### src/rtl/irq_arbiter_pkg.sv
// Shared types for the interrupt arbiter: FSM state encoding and default source count.
package irq_arbiter_pkg;

  localparam int N_SRC_DEFAULT = 8;

  typedef enum logic [1:0] {
    ST_IDLE    = 2'd0,
    ST_REQ     = 2'd1,
    ST_SERVICE = 2'd2
  } arb_state_e;

endpackage

### src/rtl/prio_enc.sv
// Lowest-index-first priority encoder: valid when any request is set, idx of the lowest set bit.
module prio_enc #(
  parameter int N     = 8,
  parameter int IDX_W = $clog2(N)
) (
  input  logic [N-1:0]     req,
  output logic             valid,
  output logic [IDX_W-1:0] idx
);

  // Walk from the top down so the lowest set bit is the last assignment.
  always_comb begin
    valid = |req;
    idx   = '0;
    for (int i = N - 1; i >= 0; i--) begin
      if (req[i]) idx = IDX_W'(i);
    end
  end

endmodule

### src/rtl/irq_arbiter.sv
// Interrupt arbiter sitting behind the per-source irq gates: picks one pending, enabled source,
// hands it to the core via irq_req/claim/complete, and acks the gate (ack[i] -> gate i) on claim.
//
// Handshake: irq_req stays high with irq_id stable until the core asserts claim (sampled only in
// REQ); claim yields a one-cycle ack pulse the next cycle and the arbiter holds busy until complete
// (sampled only in SERVICE). A request whose source loses its enable before claim is withdrawn.
module irq_arbiter
  import irq_arbiter_pkg::*;
#(
  parameter int N_SRC = N_SRC_DEFAULT,
  parameter int ID_W  = $clog2(N_SRC)
) (
  input  logic             clk,
  input  logic             rst_n,
  input  logic [N_SRC-1:0] pending,
  output logic [N_SRC-1:0] ack,
  input  logic             en_we,
  input  logic [N_SRC-1:0] en_wdata,
  output logic [N_SRC-1:0] en_mask,
  output logic             irq_req,
  output logic [ID_W-1:0]  irq_id,
  input  logic             claim,
  input  logic             complete,
  output logic             busy,
  output arb_state_e       dbg_state
);

  arb_state_e       state_d, state_q;
  logic [N_SRC-1:0] en_mask_d, en_mask_q;
  logic [N_SRC-1:0] ack_d, ack_q;
  logic [ID_W-1:0]  id_d, id_q;

  logic [N_SRC-1:0] cand;
  logic [N_SRC-1:0] id_onehot;
  logic             win_valid;
  logic [ID_W-1:0]  win_idx;

  assign cand      = pending & en_mask_q;
  assign id_onehot = N_SRC'(1) << id_q;

  prio_enc #(
    .N     (N_SRC),
    .IDX_W (ID_W)
  ) u_prio_enc (
    .req   (cand),
    .valid (win_valid),
    .idx   (win_idx)
  );

  always_comb begin
    en_mask_d = en_mask_q;
    if (en_we) en_mask_d = en_wdata;
  end

  always_comb begin
    state_d = state_q;
    id_d    = id_q;
    ack_d   = '0;
    case (state_q)
      ST_IDLE: begin
        if (win_valid) begin
          id_d    = win_idx;
          state_d = ST_REQ;
        end
      end
      ST_REQ: begin
        // Claim takes precedence over withdrawal when both happen together.
        if (claim) begin
          ack_d   = id_onehot;
          state_d = ST_SERVICE;
        end else if ((cand & id_onehot) == '0) begin
          state_d = ST_IDLE;
        end
      end
      ST_SERVICE: begin
        if (complete) state_d = ST_IDLE;
      end
      default: state_d = ST_IDLE;
    endcase
  end

  always_ff @(posedge clk) begin
    if (!rst_n) begin
      state_q   <= ST_IDLE;
      en_mask_q <= '0;
      ack_q     <= '0;
      id_q      <= '0;
    end else begin
      state_q   <= state_d;
      en_mask_q <= en_mask_d;
      ack_q     <= ack_d;
      id_q      <= id_d;
    end
  end

  assign ack       = ack_q;
  assign en_mask   = en_mask_q;
  assign irq_req   = (state_q == ST_REQ);
  assign busy      = (state_q == ST_SERVICE);
  assign irq_id    = id_q;
  assign dbg_state = state_q;

endmodule

### config.mk
export PLATFORM = sky130hd
export DESIGN_NAME = irq_arbiter
export DESIGN_NICKNAME = d
export VERILOG_FILES = /design/src/rtl/irq_arbiter_pkg.sv /design/src/rtl/prio_enc.sv /design/src/rtl/irq_arbiter.sv
export SDC_FILE = /design/constraint.sdc
export NUM_CORES = 1
export LEC_CHECK = 0
export ABC_AREA = 1
export CORE_MARGIN = 5
export CORE_UTILIZATION = 35
export CTS_CLUSTER_DIAMETER = 50
export DETAILED_ROUTE_END_ITERATION = 8
export MAX_ROUTING_LAYER = met4
export PLACE_DENSITY_LB_ADDON = 0.3
export SYNTH_ARGS = -nofsm -noshare
export SYNTH_HDL_FRONTEND = slang
export SYNTH_SLANG_ARGS = --single-unit
### constraint.sdc
create_clock -name clk -period 0.93 [get_ports clk]
set_input_delay 0.186 -clock clk [delete_from_list [all_inputs] [get_ports clk]]
set_output_delay 0.186 -clock clk [all_outputs]
set_load 0.005 [all_outputs]
Word-level counts from Yosys, hierarchy flattened
Index checks and enable logic that the tools add are counted.
Operators by class
  multiplexer cells: 13
  reduce and logical (&&, ||, !) cells: 6
  equal/unequal tests: 5
  bitwise logic cells: 2
  shift-type cells: 1
Operator list (count)
  $mux 3: 8
  $and 8x8->8: 2
  $logic_not 8->1: 1
  $mux 2: 4
  $reduce_or 8->1: 1
  $shl 1x3->8 const A: 1
  $pmux 2 s3: 1
  $reduce_and 3->1: 2
  $ne 3x1->1 const B: 1
  $eq 2x1->1 const B: 1
  $eq 2x2->1 const B: 1
  $logic_not 2->1: 1
  $ne 2x1->1 const B: 1
  $ne 2x2->1 const B: 1
  $reduce_and 2->1: 1
Word-level totals
  logic and storage cells: 31
  input bits: 21
  output and inout bits: 23
  bits in registers: 21

Depth between registers and ports, before layout
Gate-level depths: netlist of the first run.
  depth in word-level cells: 9
  mapped depth: 10
  depth with buffers taken out: 10

Hierarchy
A second synthesis of the first run with hierarchy kept.
Second synthesis, totals
  cells, all modules: 140
  area, all modules: 988.4 um^2
By module, submodules not included
  irq_arbiter: area each 889.6 um^2, cells an instance 118, instances 1
  prio_enc: area each 98.8 um^2, cells an instance 22, instances 1

Least setup slack after synthesis of the first run
No wires, ideal clock.
  path kind: flip-flop to flip-flop
  start: register en_mask_q[4], in the netlist en_mask[4]
  end: register id_q[1], in the netlist irq_id[1]
  cell stages (with the launch flop): 8
  path buffers: 0
  setup time: 116 ps
  arrival: 936 ps
  setup slack: -122 ps
  cell sequence: dfxtp_1 -> nand2_1 -> nand2_1 -> nor2_1 -> a21oi_2 -> inv_1 -> nor2_1 -> nor2_1
On the way
  cells in the longest elaborated chain, start to end: 6
  elaborated cells between the ends (all ways): 8
  those cells by class: mux (5); bitwise (1); reduce/logical (2)
Ends and longest elaborated chain
  start: declaration: line irq_arbiter.sv:29  | logic [N_SRC-1:0] en_mask_d, en_mask_q;
  start signal: assignment: line irq_arbiter.sv:90  | en_mask_q <= en_mask_d;
  $and 8x8->8 *: line irq_arbiter.sv:38  | assign cand = pending & en_mask_q;
  $mux 3 (5 in series): line prio_enc.sv:16  | if (req[i]) idx = IDX_W'(i);
  end signal: assignment: line irq_arbiter.sv:92  | id_q <= id_d;
  end: declaration: line irq_arbiter.sv:31  | logic [ID_W-1:0] id_d, id_q;
Mark *: on every way between the ends. The rest lies on a longest branch, timed or not.
A chain may end at the register's enable or synchronous reset.

Worst setup path after layout of the first run
  start: register state_q[1], in the netlist dbg_state[1]
  end: register id_q[1], in the netlist irq_id[1]
On the way
  cells in the longest elaborated chain, start to end: 2
Ends and longest elaborated chain
  start: declaration: line irq_arbiter.sv:28  | arb_state_e state_d, state_q;
  start signal: assignment: line irq_arbiter.sv:89  | state_q <= state_d;
  $logic_not 2->1: line irq_arbiter.sv:59  | case (state_q)
  $reduce_and 2->1 (no line)
No other way between the ends.

==> flow_summary.ini, run 1 <==
[route]
route.detailed.drc = 0
routed-wl-met2_mm = 1.64
dr.pass1.iters = 4
drt_iter0_drc = 29
wl_mm = 3.22
met3WireLength_um = 129
highest_layer = met4
ant_nets = 0
drt-vias-per-instance = 4.81
drt-met1-wl_mm = 1.32
vias = 1202
wl_per_cell_um = 12.9

[timing]
fmax_mhz = 754
finalCritPeriodShare = 1.43
setup_ws_ns = -0.396
final-max-slew-violation-count = 0
hold_slack_ns = 0.449
finalCriticalPeriod_ns = 1.33
hold_viol_final = 0
slew_headroom = 0.837
clock_skew_ns = 0.00110
rsz0062_at_grt = true
tightest_slew_ns = 0.242
setup_viol = 28

[synthesis]
synthFlopType = dfxtp_1
synth-edff-count = 0
syn_nets = 154
netlist.area_leader.share = 0.440
yosysUniqueCellTypes = 20
yosysSeqAreaShare = 0.440
synth_cells = 133
ys_ff_latch = 21
ys_warn_count = 0
synth_top_area_cell = dfxtp_1
synth_area_leaders = dfxtp_1 44%, nand2_1 11%, nor2_1 11%, o21ai_0 6.3%, inv_1 5.5%
async_reset_ff_frac = 0
synth_common_cells = 28 x nand2_1, 28 x nor2_1, 21 x dfxtp_1
syn_area_per_cell_um2 = 7.19
synth.cell_area_um2 = 956

[setup_path]
rrSetupSlack_ns = -0.40
required_ns = 1.13
crit_type = reg2reg
rr_worst_depth = 8
r2r_end = irq_id[1]$_SDFFE_PN0P_
end_kind = flip-flop
cp-start-kind = flip-flop
worstPathArrival_ns = 1.53
reg2reg_from = dbg_state[1]$_SDFFE_PN0P_
crit_fanout = 4

[clock_tree]
clockRootBuffer = clkbuf_4
htreeDepth = 1
cts_inserted_buffers = 3
ctsHoldBuffers = 0
cts_buffer_depth = 2
cts.clk_slew.worst_paths_ns = 0.12
clk_latency_ns = 0.30
cts_tree = built
clock-sinks = 21

[hold_path]
holdPathStages = 3
min_path_type = in2reg
hp-start = en_wdata[3]
worstHoldEndpoint = en_mask[3]$_SDFFE_PN0P_

[global_route]
grt-ovfl-total = 0
grt_pass1_vias = 1287
grt_max_degree = 13
grt_antenna_before_repair = 0
gr-usage-all-layers = 0.175
grt_pass1_wl_mm = 5.46

[outcome]
outcome = complete, but fails checks
violations = setup timing

[placement]
io_buffers = 43
gp_congestion = 0.819
place_hpwl_mm = 2.25
place_inst = 224

[floorplanning]
row_count = 19
initial_utilization = 0.356
dieArea_mm2 = 0.00388
die_h_um = 62.3
io_pins = 44
core_area_mm2 = 0.00269
fp.dieW_um = 62.3

[power]
power_per_cell_area_mw_per_mm2 = 1330
vdd_ir_drop_max_v = 0.00102
p_leak_nw = 0.930

[run]
drv_cap = 0

[final_layout]
area_growth_pct = 97.6
final_cells = 250
antennaDiodeCount = 0
final_nets = 241
drive_above_1_share = 0.543
-- power by group --
part	total [W]	leakage, nW	internal (W)	switching, W
clock	0.000445	0.0150	0.000167	0.000277
sequential	0.00102	0.178	0.000971	0.0000464
combinational	0.00104	0.737	0.000580	0.000464
total	0.00251	0.930	0.00172	0.000788
-- per-layer routing --
layer	GRT usage	vias up
li1	-	603
met1	0.181	543
met2	0.313	43
met3	0.0306	13
met4	0.0902	0
met5	-	-
-- placed cells by master (no fill, tap or decap), types with 5 or more instances in the layout --
cell / Yosys / final
o21ai_0: 12 / 9
nand2_2: 0 / 11
dfxtp_2: 0 / 11
nor2_1: 28 / 23
nand4_1: 5 / 5
clkdlybuf4s50_1: 0 / 20
buf_6: 3 / 22
nor2_4: 1 / 6
inv_1: 14 / 10
nand2_1: 28 / 16
buf_4: 0 / 30
dfxtp_1: 21 / 7
buf_2: 0 / 12
-- worst max path at each step --
| stage | to | cells past startpoint | slack [ns] | from |
|---|---|---|---|---|
| 6_report | irq_id[1]$_SDFFE_PN0P_ | 8 | -0.40 | dbg_state[1]$_SDFFE_PN0P_ |
| 5_1_grt | irq_id[1]$_SDFFE_PN0P_ | 8 | -0.50 | dbg_state[1]$_SDFFE_PN0P_ |
| 4_1_cts | dbg_state[0]$_SDFFE_PN0P_ | 9 | -0.31 | irq_id[1]$_SDFFE_PN0P_ |
| 3_5_place_dp | irq_id[1]$_SDFFE_PN0P_ | 8 | -0.52 | pending[3] |
| 3_3_place_gp | irq_id[1]$_SDFFE_PN0P_ | 8 | -0.46 | pending[0] |
| 2_1_floorplan | dbg_state[0]$_SDFFE_PN0P_ | 8 | -0.07 | irq_id[1]$_SDFFE_PN0P_ |
-- timing repair --
| action | in CTS | in global routing |
|---|---|---|
| buffers inserted | 18 | 6 |
| pin swaps | 9 | 7 |
| gates resized for setup | 130 | 24 |
| setup endpoints to repair | 35 | 36 |
-- layout make-up --
| cell class | count | area, um2 |
|---|---|---|
| repair buffers | 86 | 758 |
| multi-input cells | 93 | 557 |
| fillers | 204 | 797 |
| clock buffers | 4 | 26.3 |
| well taps | 31 | 38.8 |
| flip-flops and latches | 21 | 445 |
| inverters | 15 | 63.8 |
-- state kept, by name, summed over array words and instances (netlist names) --
register   flops
en_mask        8
irq_id         3
dbg_state      2
ack            8
-- cell families after synthesis --
family	Yosys count	share of synthesized area
compound gates	19	0.113
flops	21	0.440
buf+inv	19	0.101
simple gates	74	0.347
-- metrics by stage --
stage	setup slack, ns	utilization	cell area [um2]	setup TNS, ns	power (W)
after detailed placement	-0.524	0.591	1590	-7.76	0.00177
after floorplan	-0.0712	-	985	-0.250	0.00135
after global placement	-0.457	0.591	1590	-7.01	0.00175
after CTS	-0.308	0.666	1790	-3.81	0.00239
final	-0.396	0.703	1890	-4.35	0.00251
after global routing	-0.503	0.703	1890	-6.71	0.00266
-- critical path, cell delays in order (launching register included) --
cell and delay, ns:
dfxtp_2 0.36, buf_6 0.12, buf_4 0.14, nor2_4 0.09
inv_2 0.06, a21oi_4 0.17, inv_2 0.07, nor2_1 0.14
nor2_1 0.08
No activity file was read; power rests on OpenSTA's default activity.
==> run 2: changes to the inputs <==
==> constraint.sdc (replaced) <==
create_clock -name clk -period 0.93 [get_ports clk]
set_input_delay 0.093 -clock clk [delete_from_list [all_inputs] [get_ports clk]]
set_output_delay 0.093 -clock clk [all_outputs]
set_load 0.005 [all_outputs]
==> run 2 against run 1 <==
- the run still ends with setup timing left
- cell count decreased by 0.40%
- via count increased by 3.2%
- clock skew increased by 0.0012 ns
- die area unchanged
==> flow_summary.ini, run 2 (synthesis results as in run 1) <==
[placement]
gp_congestion = 0.859
place_hpwl_mm = 2.12
dp_slack_ns = -0.437
io_buffers = 43

[power]
swShare = 0.323
p_total_w = 0.00252
vdd_ir_drop_max_v = 0.000983
p_leak_nw = 0.956
seq_power_share = 0.402
switching_power_w = 0.000815
p_int_w = 0.00171
power.share.combinational = 0.417
p_clk_frac = 0.181
power_per_cell_area_mw_per_mm2 = 1310

[route]
vias = 1241
drt_iter0_drc = 56
wl_per_cell_um = 13.4
drt-vias-per-instance = 4.98
wl_mm = 3.34
ant_nets = 0
dr.pass1.iters = 4
route.detailed.drc = 0

[setup_path]
rr_worst_depth = 8
end_kind = flip-flop
crit_type = reg2reg
r2r_end = dbg_state[0]$_SDFFE_PN0P_
rrSetupSlack_ns = -0.24
crit_fanout = 6
reg2reg_from = irq_id[1]$_SDFFE_PN0P_
cp-start-kind = flip-flop
worstPathArrival_ns = 1.42
required_ns = 1.18

[clock_tree]
clk_latency_ns = 0.31
cts_tree = built
htreeDepth = 1
clockRootBuffer = clkbuf_4
cts.clk_slew.worst_paths_ns = 0.12
clock-sinks = 21
cts_inserted_buffers = 3
cts_buffer_depth = 2

[global_route]
grt_max_degree = 13
grt_pass1_wl_mm = 5.56
grt-ovfl-total = 0
gr-usage-all-layers = 0.174
grt_pass1_vias = 1292
grt_antenna_before_repair = 0

[final_layout]
antennaDiodeCount = 0
drive_above_1_share = 0.550
area_growth_pct = 102
final_nets = 240
final_cell_mix = 25 x buf_4, 23 x buf_6, 22 x nor2_1
nFillCells = 191
final_common_cell = buf_4
post-route-util = 0.719

[floorplanning]
die_h_um = 62.3
row_count = 19
dieArea_mm2 = 0.00388
fp.dieW_um = 62.3
core_area_mm2 = 0.00269
io_pins = 44
initial_utilization = 0.356

[hold_path]
worstHoldEndpoint = en_mask[2]$_SDFFE_PN0P_
min_path_type = in2reg
holdPathStages = 3
hp-start = en_wdata[2]

[timing]
setup_viol = 23
fmax_mhz = 857
hold_viol_final = 0
clock_skew_ns = 0.00228
setup_ws_ns = -0.237
hold_slack_ns = 0.347
fin_setup_tns_ns = -2.22
finalCritPeriodShare = 1.25
rsz0062_at_grt = true
final-max-slew-violation-count = 0
finalCriticalPeriod_ns = 1.17
tightest_slew_ns = 0.255
slew_headroom = 0.830

[run]
drv_cap = 0

[outcome]
outcome = complete, but fails checks
violations = setup timing
[run 2: cell types whose count changed in the layout (fill, tap and decap cells not counted), sizes merged]
cell    previous run  this run
buf               65        60
clkbuf             5         9
[run 2: stage by stage]
step	instance area [um2]	instances
6_report	1930	249
2_1_floorplan	985	133
4_1_cts	1870	247
3_3_place_gp	1560	222
3_5_place_dp	1560	222
5_1_grt	1930	249
[run 2: worst max-delay path by stage]
stage,to,cells after the start,slack (ns),from
finish,dbg_state[0]$_SDFFE_PN0P_,8,-0.24,irq_id[1]$_SDFFE_PN0P_
global placement,irq_id[1]$_SDFFE_PN0P_,8,-0.36,pending[0]
global route,dbg_state[0]$_SDFFE_PN0P_,9,-0.31,en_mask[1]$_SDFFE_PN0P_
detailed placement,irq_id[1]$_SDFFE_PN0P_,8,-0.44,pending[1]
floorplan,dbg_state[0]$_SDFFE_PN0P_,8,-0.07,irq_id[1]$_SDFFE_PN0P_
CTS,irq_id[1]$_SDFFE_PN0P_,8,-0.21,en_mask[1]$_SDFFE_PN0P_
[run 2: power by group through the flow]
| stage | logic [W] | clock network, W | registers [W] |
|---|---|---|---|
| 3_5_place_dp | 0.000652 | 0 | 0.00107 |
| 5_1_grt | 0.00113 | 0.000499 | 0.00102 |
| 4_1_cts | 0.000938 | 0.000452 | 0.00100 |
| 6_report | 0.00105 | 0.000456 | 0.00101 |
| 3_3_place_gp | 0.000641 | 0 | 0.00107 |
| 2_1_floorplan | 0.000320 | 0 | 0.00103 |
[run 2: area by class of cell]
cell class | instances | area (um2) | share of cell area
tap | 31 | 38.8 | 0.0201
clock buffer | 4 | 26.3 | 0.0136
timing repair buffer | 85 | 742 | 0.384
inverter | 15 | 58.8 | 0.0305
multi-input combinational | 93 | 619 | 0.321
sequential | 21 | 445 | 0.231
[run 2: layer usage]
| metal | up-vias | global-route usage | wire, um |
|---|---|---|---|
| li1 | 599 | - | - |
| met1 | 582 | 0.191 | 1340 |
| met2 | 53 | 0.308 | 1750 |
| met3 | 7 | 0.0306 | 177 |
| met4 | 0 | 0.0690 | 61 |
| met5 | - | - | 0 |
[run 2: critical path: stages, from the launching register on]
cell and delay (ns):
dfxtp_4 0.37, buf_8 0.13, inv_1 0.08, nand4_1 0.13
nand2_1 0.10, nor2_1 0.04, nand2_1 0.09, nand2_2 0.06
a21oi_2 0.11
[run 2: what timing repair did]
item	in CTS	in global routing
gates resized for setup	132	30
hold buffers	0	0
endpoints found under the setup margin	35	29
buffers inserted	21	4
pin swaps	14	3
==> run 3: changes to the inputs <==
--- a/config.mk
+++ b/config.mk
@@ -12,6 +12,7 @@
 export DETAILED_ROUTE_END_ITERATION = 8
 export MAX_ROUTING_LAYER = met4
 export PLACE_DENSITY_LB_ADDON = 0.3
+export SETUP_SLACK_MARGIN = 0.02
 export SYNTH_ARGS = -nofsm -noshare
 export SYNTH_HDL_FRONTEND = slang
 export SYNTH_SLANG_ARGS = --single-unit
==> run 3 against run 2 <==
- the flow still finishes with violations (setup timing)
- critical path depth shrank 2
- flip-flop and latch count is the same
- worst setup slack lost 0.0025 ns
- clock skew is essentially flat
- total power shrank 0.36%
- sequential share of layout area shrank 0.46 points
- clock power shrank 1%
- critical endpoint is now ack[7]$_SDFF_PN0_
- largest cell class unchanged
- largest power group unchanged
- highest routed layer unchanged
==> flow_summary.ini, run 3 (synthesis results as in run 1) <==
[outcome]
outcome = complete, but fails checks
violations = setup timing

[route]
drt_iter0_drc = 42
wl_mm = 3.47
ant_nets = 0
dr.pass1.iters = 6
vias = 1228
route.detailed.drc = 0
wl_per_cell_um = 13.7
drt-vias-per-instance = 4.85

[timing]
slew_headroom = 0.824
fmax_mhz = 855
setup_viol = 22
rsz0062_at_grt = true
finalCritPeriodShare = 1.26
clock_skew_ns = 0.00257
tightest_slew_ns = 0.264
fin_setup_tns_ns = -2.83
setup_ws_ns = -0.240
hold_viol_final = 0
finalCriticalPeriod_ns = 1.17
final-max-slew-violation-count = 0

[global_route]
grt_use_met2 = 0.345
grt_most_used_layer = met2
grt_use_met3 = 0.0432
grt_max_degree = 13
grt_use_met1 = 0.176
gr-usage-all-layers = 0.183
grt_pass1_vias = 1390
grt-ovfl-total = 0
grt_antenna_before_repair = 0
grt_pass1_wl_mm = 5.77

[final_layout]
area_growth_pct = 107
seq_area_um2 = 447
final_cell_mix = 26 x buf_6, 26 x buf_4, 22 x nor2_1
final_nets = 244
drive_above_1_share = 0.554
final_cells = 253
multiInputGateArea_um2 = 629
antennaDiodeCount = 0
nFillCells = 201

[setup_path]
crit_type = reg2reg
slowest_stage = dfxtp_2
cp_common_cell = buf_6
critPathMaxStageDelay_ns = 0.35
cp-start-kind = flip-flop
required_ns = 1.17
worst-path-buf-inv = 3
critPathLaunch = dbg_state[1]$_SDFFE_PN0P_
end_kind = flip-flop
crit_family = buffers and inverters
crit_chain = buf_6, nor2_4, buf_6, nand3_4, buf_4, nor3_2
crit_fanout = 8
reg2reg_from = dbg_state[1]$_SDFFE_PN0P_
worstPathArrival_ns = 1.41

[floorplanning]
row_count = 19
core_area_mm2 = 0.00269
initial_utilization = 0.356
dieArea_mm2 = 0.00388
die_h_um = 62.3
fp.dieW_um = 62.3
io_pins = 44

[power]
switching_power_w = 0.000823
swShare = 0.328
p_int_w = 0.00169
p_clk_frac = 0.179
seq_power_share = 0.406
power_per_cell_area_mw_per_mm2 = 1270
vdd_ir_drop_max_v = 0.000944
p_leak_nw = 0.980
power.share.combinational = 0.415

[placement]
place_inst = 222
gp_congestion = 0.880
io_buffers = 43
place_hpwl_mm = 2.17

[clock_tree]
cts_buffer_depth = 2
clockRootBuffer = clkbuf_4
clk_latency_ns = 0.30
htreeDepth = 1
cts_tree = built
cts.clk_slew.worst_paths_ns = 0.12
cts_inserted_buffers = 3
clock-sinks = 21

[hold_path]
min_path_type = in2reg
hp-start = en_wdata[6]

[run]
drv_cap = 0
## run 3: changes by cell type in the layout (fill, tap and decap cells not counted), moves of 2 or more
cell,change
nor2_4,-2
buf_2,+6
dfxtp_2,-2
buf_6,+3
nor2_2,+2
clkbuf_2,-5
nor4_4,+2
## run 3: metal layers
| layer | up-vias | part of all wire |
|---|---|---|
| met3 | 10 | 0.042 |
| met4 | 0 | 0.024 |
| met5 | - | 0 |
| li1 | 609 | - |
| met1 | 564 | 0.39 |
| met2 | 45 | 0.54 |
## run 3: power groups by stage
stage / Combinational, W / Clock (W) / Sequential (W)
finish: 0.00104 / 0.000450 / 0.00102
global route: 0.00112 / 0.000494 / 0.00103
CTS: 0.000902 / 0.000452 / 0.00101
detailed placement: 0.000658 / 0 / 0.00108
global placement: 0.000645 / 0 / 0.00107
floorplan: 0.000322 / 0 / 0.00103
## run 3: layout make-up
type	count	share of cell area
Timing Repair Buffer	89	0.391
Multi-Input combinational cell	93	0.319
Tap cell	31	0.0196
Clock buffer	4	0.0133
Inverter	15	0.0310
Sequential cell	21	0.226
## run 3: worst paths after layout
kind | endpoint | slack (ns) | cells past startpoint
worst max register to register | ack[7]$_SDFF_PN0_ | -0.24 | 6
worst min register to register | en_mask[5]$_SDFFE_PN0P_ | 0.55 | 2
worst min-delay path | en_mask[6]$_SDFFE_PN0P_ | 0.36 | 3
worst max-delay path | ack[7]$_SDFF_PN0_ | -0.24 | 6
## run 3: stage by stage
step | area, um2 | power (W) | setup WS [ns] | hold slack (ns) | util
after floorplan | 987 | 0.00136 | -0.0712 | 0.224 | -
after global placement | 1560 | 0.00172 | -0.366 | 0.490 | 0.581
after detailed placement | 1560 | 0.00173 | -0.410 | 0.502 | 0.581
after CTS | 1840 | 0.00237 | -0.218 | 0.357 | 0.684
after global routing | 1980 | 0.00264 | -0.304 | 0.348 | 0.735
final | 1980 | 0.00251 | -0.240 | 0.357 | 0.735
## run 3: repair_timing
action / in CTS / in global routing
hold buffers: 0 / 0
setup endpoints to repair: 36 / 24
gates resized for setup: 145 / 23
setup buffers: 21 / 8
pin swaps: 18 / 9
## run 3: worst register-to-register path, cell delays in order (launching register included)
cell and delay, ns:
dfxtp_2 0.35, buf_6 0.12, nor2_4 0.10, buf_6 0.11, nand3_4 0.15, buf_4 0.19
nor3_2 0.08
